## config.mk

```make
export PLATFORM = sky130hd
export DESIGN_NAME = entry_buffer_ctrl
export DESIGN_NICKNAME = d
export VERILOG_FILES = /design/src/rtl/entry_buffer_ctrl.sv
export SDC_FILE = /design/constraint.sdc
export NUM_CORES = 1
export LEC_CHECK = 0
export ABC_CLOCK_PERIOD_IN_PS = 7410
export CAP_MARGIN = 20
export CORE_ASPECT_RATIO = 1.5
export CORE_MARGIN = 8
export CORE_UTILIZATION = 60
export DETAILED_ROUTE_END_ITERATION = 6
export PLACE_DENSITY = 0.79
export RECOVER_POWER = 25
export SLEW_MARGIN = 20
export SYNTH_ARGS = -nofsm -noshare
export SYNTH_HDL_FRONTEND = slang
export SYNTH_SLANG_ARGS = --single-unit
```

## constraint.sdc

```tcl
create_clock -name clk -period 7.41 [get_ports clk]
set_clock_uncertainty 0.1 [all_clocks]
set_input_delay 2.223 -clock clk [delete_from_list [all_inputs] [get_ports clk]]
set_output_delay 2.223 -clock clk [all_outputs]
set_load 0.005 [all_outputs]
```

## src/rtl/entry_buffer_ctrl.sv

```systemverilog
// Entry buffer controller: bs-entry store with a valid vector, lowest-free-slot allocation and victim eviction.
// Latency: plain writes and invalidates take one cycle. A write to a full buffer takes at least 2 cycles (IDLE -> EVICT -> IDLE).
// Backpressure: wr_ready drops for the whole EVICT phase, and EVICT holds until the consumer raises ev_ready.
module entry_buffer_ctrl #(
  parameter int bs = 16,
  parameter int dw = 32
) (
  input  logic                   clk,
  input  logic                   rst,
  input  logic                   wr_valid,
  input  logic [dw-1:0]          wr_data,
  output logic                   wr_ready,
  input  logic                   inv_valid,
  input  logic [$clog2(bs)-1:0]  inv_index,
  input  logic [$clog2(bs)-1:0]  victim_index,
  output logic [bs-1:0]          cand_list,
  output logic                   ev_valid,
  input  logic                   ev_ready,
  output logic [dw-1:0]          ev_data,
  output logic [$clog2(bs)-1:0]  ev_index,
  output logic [$clog2(bs):0]    occupancy,
  output logic                   full
);

  localparam int iw = $clog2(bs);
  localparam int ow = iw + 1;

  typedef enum logic {
    ST_IDLE  = 1'b0,
    ST_EVICT = 1'b1
  } state_t;

  // Architectural state
  state_t          r_state;
  logic [dw-1:0]   r_mem [bs];
  logic [bs-1:0]   r_valid;
  logic [ow-1:0]   r_occ;
  logic            r_ev_valid;
  logic [dw-1:0]   r_ev_data;
  logic [iw-1:0]   r_ev_index;
  logic [dw-1:0]   r_hold;

  // Decoded controls
  logic            w_idle;
  logic            w_full;
  logic            w_inv_hit;
  logic            w_wr_acc;
  logic            w_wr_free;
  logic            w_wr_replace;
  logic            w_start_ev;
  logic            w_ev_done;
  logic            w_inv_do;
  logic [iw-1:0]   w_free_idx;
  logic [bs-1:0]   w_ev_mask;
  logic [bs-1:0]   w_valid_nxt;
  logic            w_mem_we;
  logic [iw-1:0]   w_mem_addr;
  logic [dw-1:0]   w_mem_wdata;

  assign w_idle    = (r_state == ST_IDLE);
  assign w_full    = (r_occ == ow'(bs));
  assign w_inv_hit = inv_valid && r_valid[inv_index];

  // A write is only offered to the store while idle. A full buffer either
  // recycles the slot being invalidated in the same cycle or starts an eviction.
  assign w_wr_acc     = w_idle && wr_valid;
  assign w_wr_free    = w_wr_acc && !w_full;
  assign w_wr_replace = w_wr_acc && w_full && w_inv_hit;
  assign w_start_ev   = w_wr_acc && w_full && !w_inv_hit;
  assign w_ev_done    = !w_idle && ev_ready;

  // An invalidate clears its bit unless the same slot is being overwritten in
  // place (full + write) or is the slot currently being evicted.
  assign w_inv_do = w_inv_hit &&
                    (w_idle ? !w_wr_replace : (inv_index != r_ev_index));

  // Lowest-index invalid slot, taken from the pre-invalidate valid vector
  always_comb begin
    w_free_idx = '0;
    for (int i = bs - 1; i >= 0; i--) begin
      if (!r_valid[i]) begin
        w_free_idx = iw'(i);
      end
    end
  end

  // Next valid vector: a set for the allocated slot and a clear for the invalidated slot
  always_comb begin
    w_valid_nxt = r_valid;
    if (w_wr_free) begin
      w_valid_nxt[w_free_idx] = 1'b1;
    end
    if (w_inv_do) begin
      w_valid_nxt[inv_index] = 1'b0;
    end
  end

  // Single memory write port shared by allocation, in-place replacement and eviction refill
  always_comb begin
    w_mem_we    = 1'b0;
    w_mem_addr  = '0;
    w_mem_wdata = '0;
    if (w_wr_free) begin
      w_mem_we    = 1'b1;
      w_mem_addr  = w_free_idx;
      w_mem_wdata = wr_data;
    end else if (w_wr_replace) begin
      w_mem_we    = 1'b1;
      w_mem_addr  = inv_index;
      w_mem_wdata = wr_data;
    end else if (w_ev_done) begin
      w_mem_we    = 1'b1;
      w_mem_addr  = r_ev_index;
      w_mem_wdata = r_hold;
    end
  end

  // Payload storage. It is not reset because the valid vector qualifies every entry.
  always_ff @(posedge clk) begin
    if (w_mem_we) begin
      r_mem[w_mem_addr] <= w_mem_wdata;
    end
  end

  // Valid vector and occupancy. The count saturates at both ends, so a stray
  // update can never wrap it.
  always_ff @(posedge clk or negedge rst) begin
    if (!rst) begin
      r_valid <= '0;
      r_occ   <= '0;
    end else begin
      r_valid <= w_valid_nxt;
      if (w_wr_free && !w_inv_do && (r_occ != ow'(bs))) begin
        r_occ <= r_occ + ow'(1);
      end else if (w_inv_do && !w_wr_free && (r_occ != '0)) begin
        r_occ <= r_occ - ow'(1);
      end
    end
  end

  // IDLE/EVICT state machine with registered eviction outputs and the parked write
  always_ff @(posedge clk or negedge rst) begin
    if (!rst) begin
      r_state    <= ST_IDLE;
      r_ev_valid <= 1'b0;
      r_ev_data  <= '0;
      r_ev_index <= '0;
      r_hold     <= '0;
    end else begin
      case (r_state)
        ST_IDLE: begin
          if (w_start_ev) begin
            r_hold     <= wr_data;
            r_ev_index <= victim_index;
            r_ev_data  <= r_mem[victim_index];
            r_ev_valid <= 1'b1;
            r_state    <= ST_EVICT;
          end
        end
        ST_EVICT: begin
          if (ev_ready) begin
            r_ev_valid <= 1'b0;
            r_state    <= ST_IDLE;
          end
        end
        default: begin
          r_ev_valid <= 1'b0;
          r_state    <= ST_IDLE;
        end
      endcase
    end
  end

  // The slot being evicted is withheld from the candidate list
  assign w_ev_mask = w_idle ? '0 : (bs'(1) << r_ev_index);

  assign wr_ready  = w_idle;
  assign cand_list = r_valid & ~w_ev_mask;
  assign ev_valid  = r_ev_valid;
  assign ev_data   = r_ev_data;
  assign ev_index  = r_ev_index;
  assign occupancy = r_occ;
  assign full      = w_full;

endmodule

```

* Yosys cells after proc, flatten, opt, wreduce, memory -nomap -nowiden
Memory sizes are Yosys's and may differ from the RTL's. A register that Yosys moved wholly into a read port is not among the register bits. Cells that the tools add are included.
Word-level totals: flip-flop bits (word level) 59, bits in latches 0, RAM bits 512, memory bits (read-only) 0, input port bits 45, output and inout port bits 60, word-level logic and storage cells 94, memories kept 1
Memory list:
- r_mem | words 16, bits a word 32, rd ports 1, clocked after memory_dff 1, write ports 1, line 35 | logic [dw-1:0] r_mem [bs];
Cells by class: add/sub/neg operators 2, multiply operators 0, div/mod/pow operators 0, order comparisons 4, equality and inequality tests 5, shifts and indexed selects 1, muxes and demuxes 45, bitwise logic cells 6, reduce and logical (&&, ||, !) cells 24
Operator list (count):
- $mux 32 | 3
- $mux 4 | 19
- $mux 16 | 3
- $and 16x16->16 | 2
- $not 16->16 | 2
- $or 16x16->16 | 1
- $shl 1x4->16 const A | 1
- $logic_and 1x1->1 | 14
- $mux 1 | 13
- $lt 4x5->1 const B | 2
- $mux 5 | 2
- $demux 1 s4 | 2
- $ge 4x1->1 const B | 2
- $logic_not 1->1 | 6
- $add 5x1->5 const B | 1
- $eq 5x5->1 const B | 1
- $ne 5x5->1 const B | 1
- $reduce_bool 5->1 | 1
- $sub 5x1->5 const B | 1
- $bmux 1 s4 | 1
- $ne 4x4->1 | 1
- $pmux 1 s2 | 2
- $reduce_and 2->1 | 2
- $ne 2x1->1 const B | 1
- other kinds (3) | 3

* Depth between registers and ports, before layout
Gate-level depths: netlist of the first run.
depth after elaboration 24, depth in mapped cells 12, depth with buffers taken out 10

* Least setup slack after synthesis of the first run
OpenSTA, ideal clock, no wires.
path kind input to register, start point input port inv_index[0], end point memory r_mem[2][0] (enable), library setup time 0.501 ns, data arrival time 6.901 ns, setup slack -0.093 ns, stages 7, buffers on the path 2, cell sequence buf_4 -> buf_4 -> o211a_1 -> or4_1 -> a21oi_1 -> a221oi_2 -> nor4_1
Between the ends: word-level cells in the longest chain between the ends 8, elaborated cells between the ends (all ways) 10, classes of those cells mux (8); reduce/logical (2)
Ends and longest elaborated chain:
- start, declared | line 14 | input logic [$clog2(bs)-1:0] inv_index,
- $bmux 1 s4 | line 62 | assign w_inv_hit = inv_valid && r_valid[inv_index];
- $mux 1 (implied by the code) | line 62
- $logic_and 1x1->1 | line 62
- $logic_and 1x1->1 | line 68 | assign w_wr_replace = w_wr_acc && w_full && w_inv_hit;
- $mux 1 | line 107 | end else if (w_wr_replace) begin
- $mux 1 | line 103 | if (w_wr_free) begin
- $mux 1 | line 120 | if (w_mem_we) begin
- $mux 1 (implied by the code) | line 121 | r_mem[w_mem_addr] <= w_mem_wdata;
- end, declared | line 35
Parallel ways exist; a longest one is shown, timed or not. The select of a mux whose other input is x is not followed.

* Worst setup path in the final report of the first run
start point input port inv_index[0], end point memory r_mem[8][17] (enable)
Same word-level chain as after synthesis.

==> out/metrics.cfg, run 1 <==
[floorplan]
start_util_pct = 60.28
core_area_sq_um = 39980
rows = 90
ios = 105
fp.dieW_microns = 179.6
die-area_sq_um = 46960
die_y_microns = 261.4

[sta]
period_needed_ns = 6.377
setup_tns_ns = 0
tightest_slew_ns = 2.503
fmax_ghz = 0.1568
report.final.setup_viol = 0
hold_viol_final = 0
relSlewSlack_pct = -66.86
fin_crit_sh_pct = 86.06
rsz0062_at_grt = no
finalWorstSetupSlack_ns = 1.033
slew_violations = 107

[yosys]
netlist_area_sq_um = 24100
syn-instance-count = 1152
synthMostInstantiatedCell = edfxtp_1
yosys-top-cells-count = 512 x edfxtp_1, 163 x mux4_2, 91 x dfrtp_1, 68 x mux2_1, 37 x clkbuf_1
ys_seq_area_share_pct = 73.26
yosysTopAreaCell = edfxtp_1
ys_seq_elements = 603
yosys_most_used_dff = edfxtp_1
synth.top_cell.area_share_pct = 63.81
synth.avg_cell_area_sq_um = 20.92
yosysUniqueCellTypes = 59
synth_area_leaders = edfxtp_1 64%, mux4_2 15%, dfrtp_1 9.5%
async_flop_share_pct = 15.09
ys.warnings.count = 0
synth_edf_count = 512
synth_nets = 1201

[layout]
seqCellArea_sq_um = 17650
syn2layout_area_growth_pct = 14.32
multi_input_area_sq_um = 6221
layout.nets = 1323
drive_above_1_share_pct = 23.05
insertedDiodeCount = 0
nFillCells = 2360

[clocking]
post_cts_resized = 0
root_buffer = clkbuf_16
cts_made_buffers = 53
cts_setup_buffers = 0
worstSkewPairLatency_ns = 0.58
cts_tree = built
clock-sinks = 603
clk_path_buf_depth = 3
clk_pin_slew_ns = 0.07
htreeDepth = 2
hold_buffers = 0

[pwr]
powerDensity_nw_per_um2 = 371.2
power.leakage_uw = 0.009272
vdd_drop_max_mv = 0.2444

[routing]
dr.pass1.iters = 5
wl_per_cell_microns = 31.23
final_antenna_net_count = 0
drtIter0Drc = 1203
vias_per_cell = 6.851
routed_wl_mm = 56.99
vias = 12500
post-route-drc-count = 0

[global_routing]
antenna_found_initial = 1
globalRouteOverflowTotal = 0
grt_max_degree = 78
grt_pass1_vias = 13060
grt_pass1_wl_mm = 84.90
grt_usage_pct = 24.43

[setup_path]
cp.arrival_ns = 6.53
endpoint_kind = flip-flop
worst-r2r-cell-count = 6
cp_max_fo = 14
start_kind = input port
crit_type = input port to flip-flop
critPathRequiredTime_ns = 7.57

[place]
routabilityCongestion = 0.8843
dp_hpwl_mm = 30.80
io_buffers = 104
dp_slack_ns = 1.073

[status]
status = complete, but fails checks
violations = max-capacitance violations, max-slew violations

[hold_path]
holdPathStages = 1
hold_path.class = flip-flop to flip-flop

[run]
max_cap_viol_count = 3

area by class of cell:
type	count	share of cell area, %
flip-flops and latches	603	64.08
multi-input cells	478	22.58
clock buffers	65	5.242
repair buffers	133	4.574
well taps	506	2.298
clock inverters	35	1.149
inverters	5	0.06814
flip-flops by register name, summed over array words and instances (netlist names):
signal and flops:
r_mem 512, ev_data 32, r_hold 32, r_valid 16, occupancy 5, ev_index 4, ev_valid 1, r_state 1
layout by cell type, fill, tap and decap left out, drive strengths merged, types with 3 or more instances in the layout:
| cell | instances |
|---|---|
| and2 | 6 |
| a21oi | 17 |
| buf | 28 |
| mux2 | 68 |
| mux4 | 163 |
| o21ai | 9 |
| clkinv | 23 |
| a211oi | 4 |
| ha | 3 |
| bufinv | 4 |
| clkinvlp | 4 |
| dfrtp | 91 |
| nor4 | 6 |
| inv | 9 |
| xnor2 | 3 |
| nand3 | 8 |
| dlygate4sd3 | 61 |
| nand2b | 6 |
| o21a | 9 |
| nor3 | 22 |
| nand2 | 19 |
| a31oi | 26 |
| o211a | 3 |
| clkbuf | 71 |
| a21boi | 3 |
| a22o | 32 |
| xor2 | 4 |
| a21o | 5 |
| a41oi | 4 |
| o211ai | 3 |
| nor2 | 18 |
| nor2b | 7 |
| clkdlybuf4s50 | 38 |
| or4 | 3 |
| edfxtp | 512 |
per-layer routing:
metal / GRT usage (%) / vias to the layer above / routed length (microns)
met5: 0 / - / 13
met4: 9.146 / 2 / 1911
li1: - / 5084 / -
met3: 3.762 / 143 / 3932
met2: 44.04 / 669 / 30500
met1: 29.64 / 6605 / 20630
through the flow:
| step | instance area [sq um] | total power, uW | instances | util, % | hold WS (ns) |
|---|---|---|---|---|---|
| 5_1_grt | 27550 | 10580 | 1825 | 68.90 | 0.3944 |
| 2_1_floorplan | 24110 | 6419 | 1152 | - | 0.3590 |
| 3_3_place_gp | 25840 | 7385 | 1724 | 64.64 | 0.3624 |
| 3_5_place_dp | 25840 | 7526 | 1724 | 64.64 | 0.3746 |
| 6_report | 27550 | 10220 | 1825 | 68.90 | 0.3737 |
| 4_1_cts | 27600 | 10330 | 1824 | 69.04 | 0.3886 |
report_power, final:
| part | internal (uW) | total (uW) | switching [uW] | leakage [uW] |
|---|---|---|---|---|
| logic | 935 | 2320 | 1390 | 0.00259 |
| clock network | 1540 | 2770 | 1230 | 0.000858 |
| registers | 4750 | 5140 | 391 | 0.00583 |
| total | 7220 | 10200 | 3000 | 0.00927 |
cell families after synthesis:
| group | after synthesis | share of synthesized area (%) |
|---|---|---|
| flip-flops | 603 | 73.26 |
| multiplexers | 233 | 18.50 |
| AO/OA/AOI/OAI | 129 | 4.009 |
| AND/OR/NAND/NOR | 105 | 2.518 |
| buffers and inverters | 71 | 1.225 |
| XOR/XNOR | 7 | 0.2544 |
| adder cells (fa/ha/maj) | 4 | 0.2389 |
critical path, stage by stage:
cell,delay [ns]
dlygate4sd3_1,0.91
mux4_2,0.35
nor2_2,0.06
or4_4,0.59
a211oi_2,0.29
or3b_4,0.49
nor3_1,1.15
buf_4,0.46
final timing paths:
check | start | to | slack [ns]
min | ev_valid | ev_valid | 0.37
max in group asynchronous | rst | r_hold[27] | 2.42
min reg2reg | ev_valid | ev_valid | 0.37
max | inv_index[0] | r_mem[8][17] | 1.03
min in group asynchronous | rst | ev_data[19] | 2.31
max reg2reg | r_state | r_mem[8][17] | 2.79
(Power assumes the default switching activity.)
==> inputs of run 2 (changes only) <==
--- a/config.mk
+++ b/config.mk
@@ -6,7 +6,6 @@
 export NUM_CORES = 1
 export LEC_CHECK = 0
 export ABC_CLOCK_PERIOD_IN_PS = 7410
-export CAP_MARGIN = 20
 export CORE_ASPECT_RATIO = 1.5
 export CORE_MARGIN = 8
 export CORE_UTILIZATION = 60
==> results of run 2 <==
No change in the layout: final DEF, timing and power equal those of run 1.
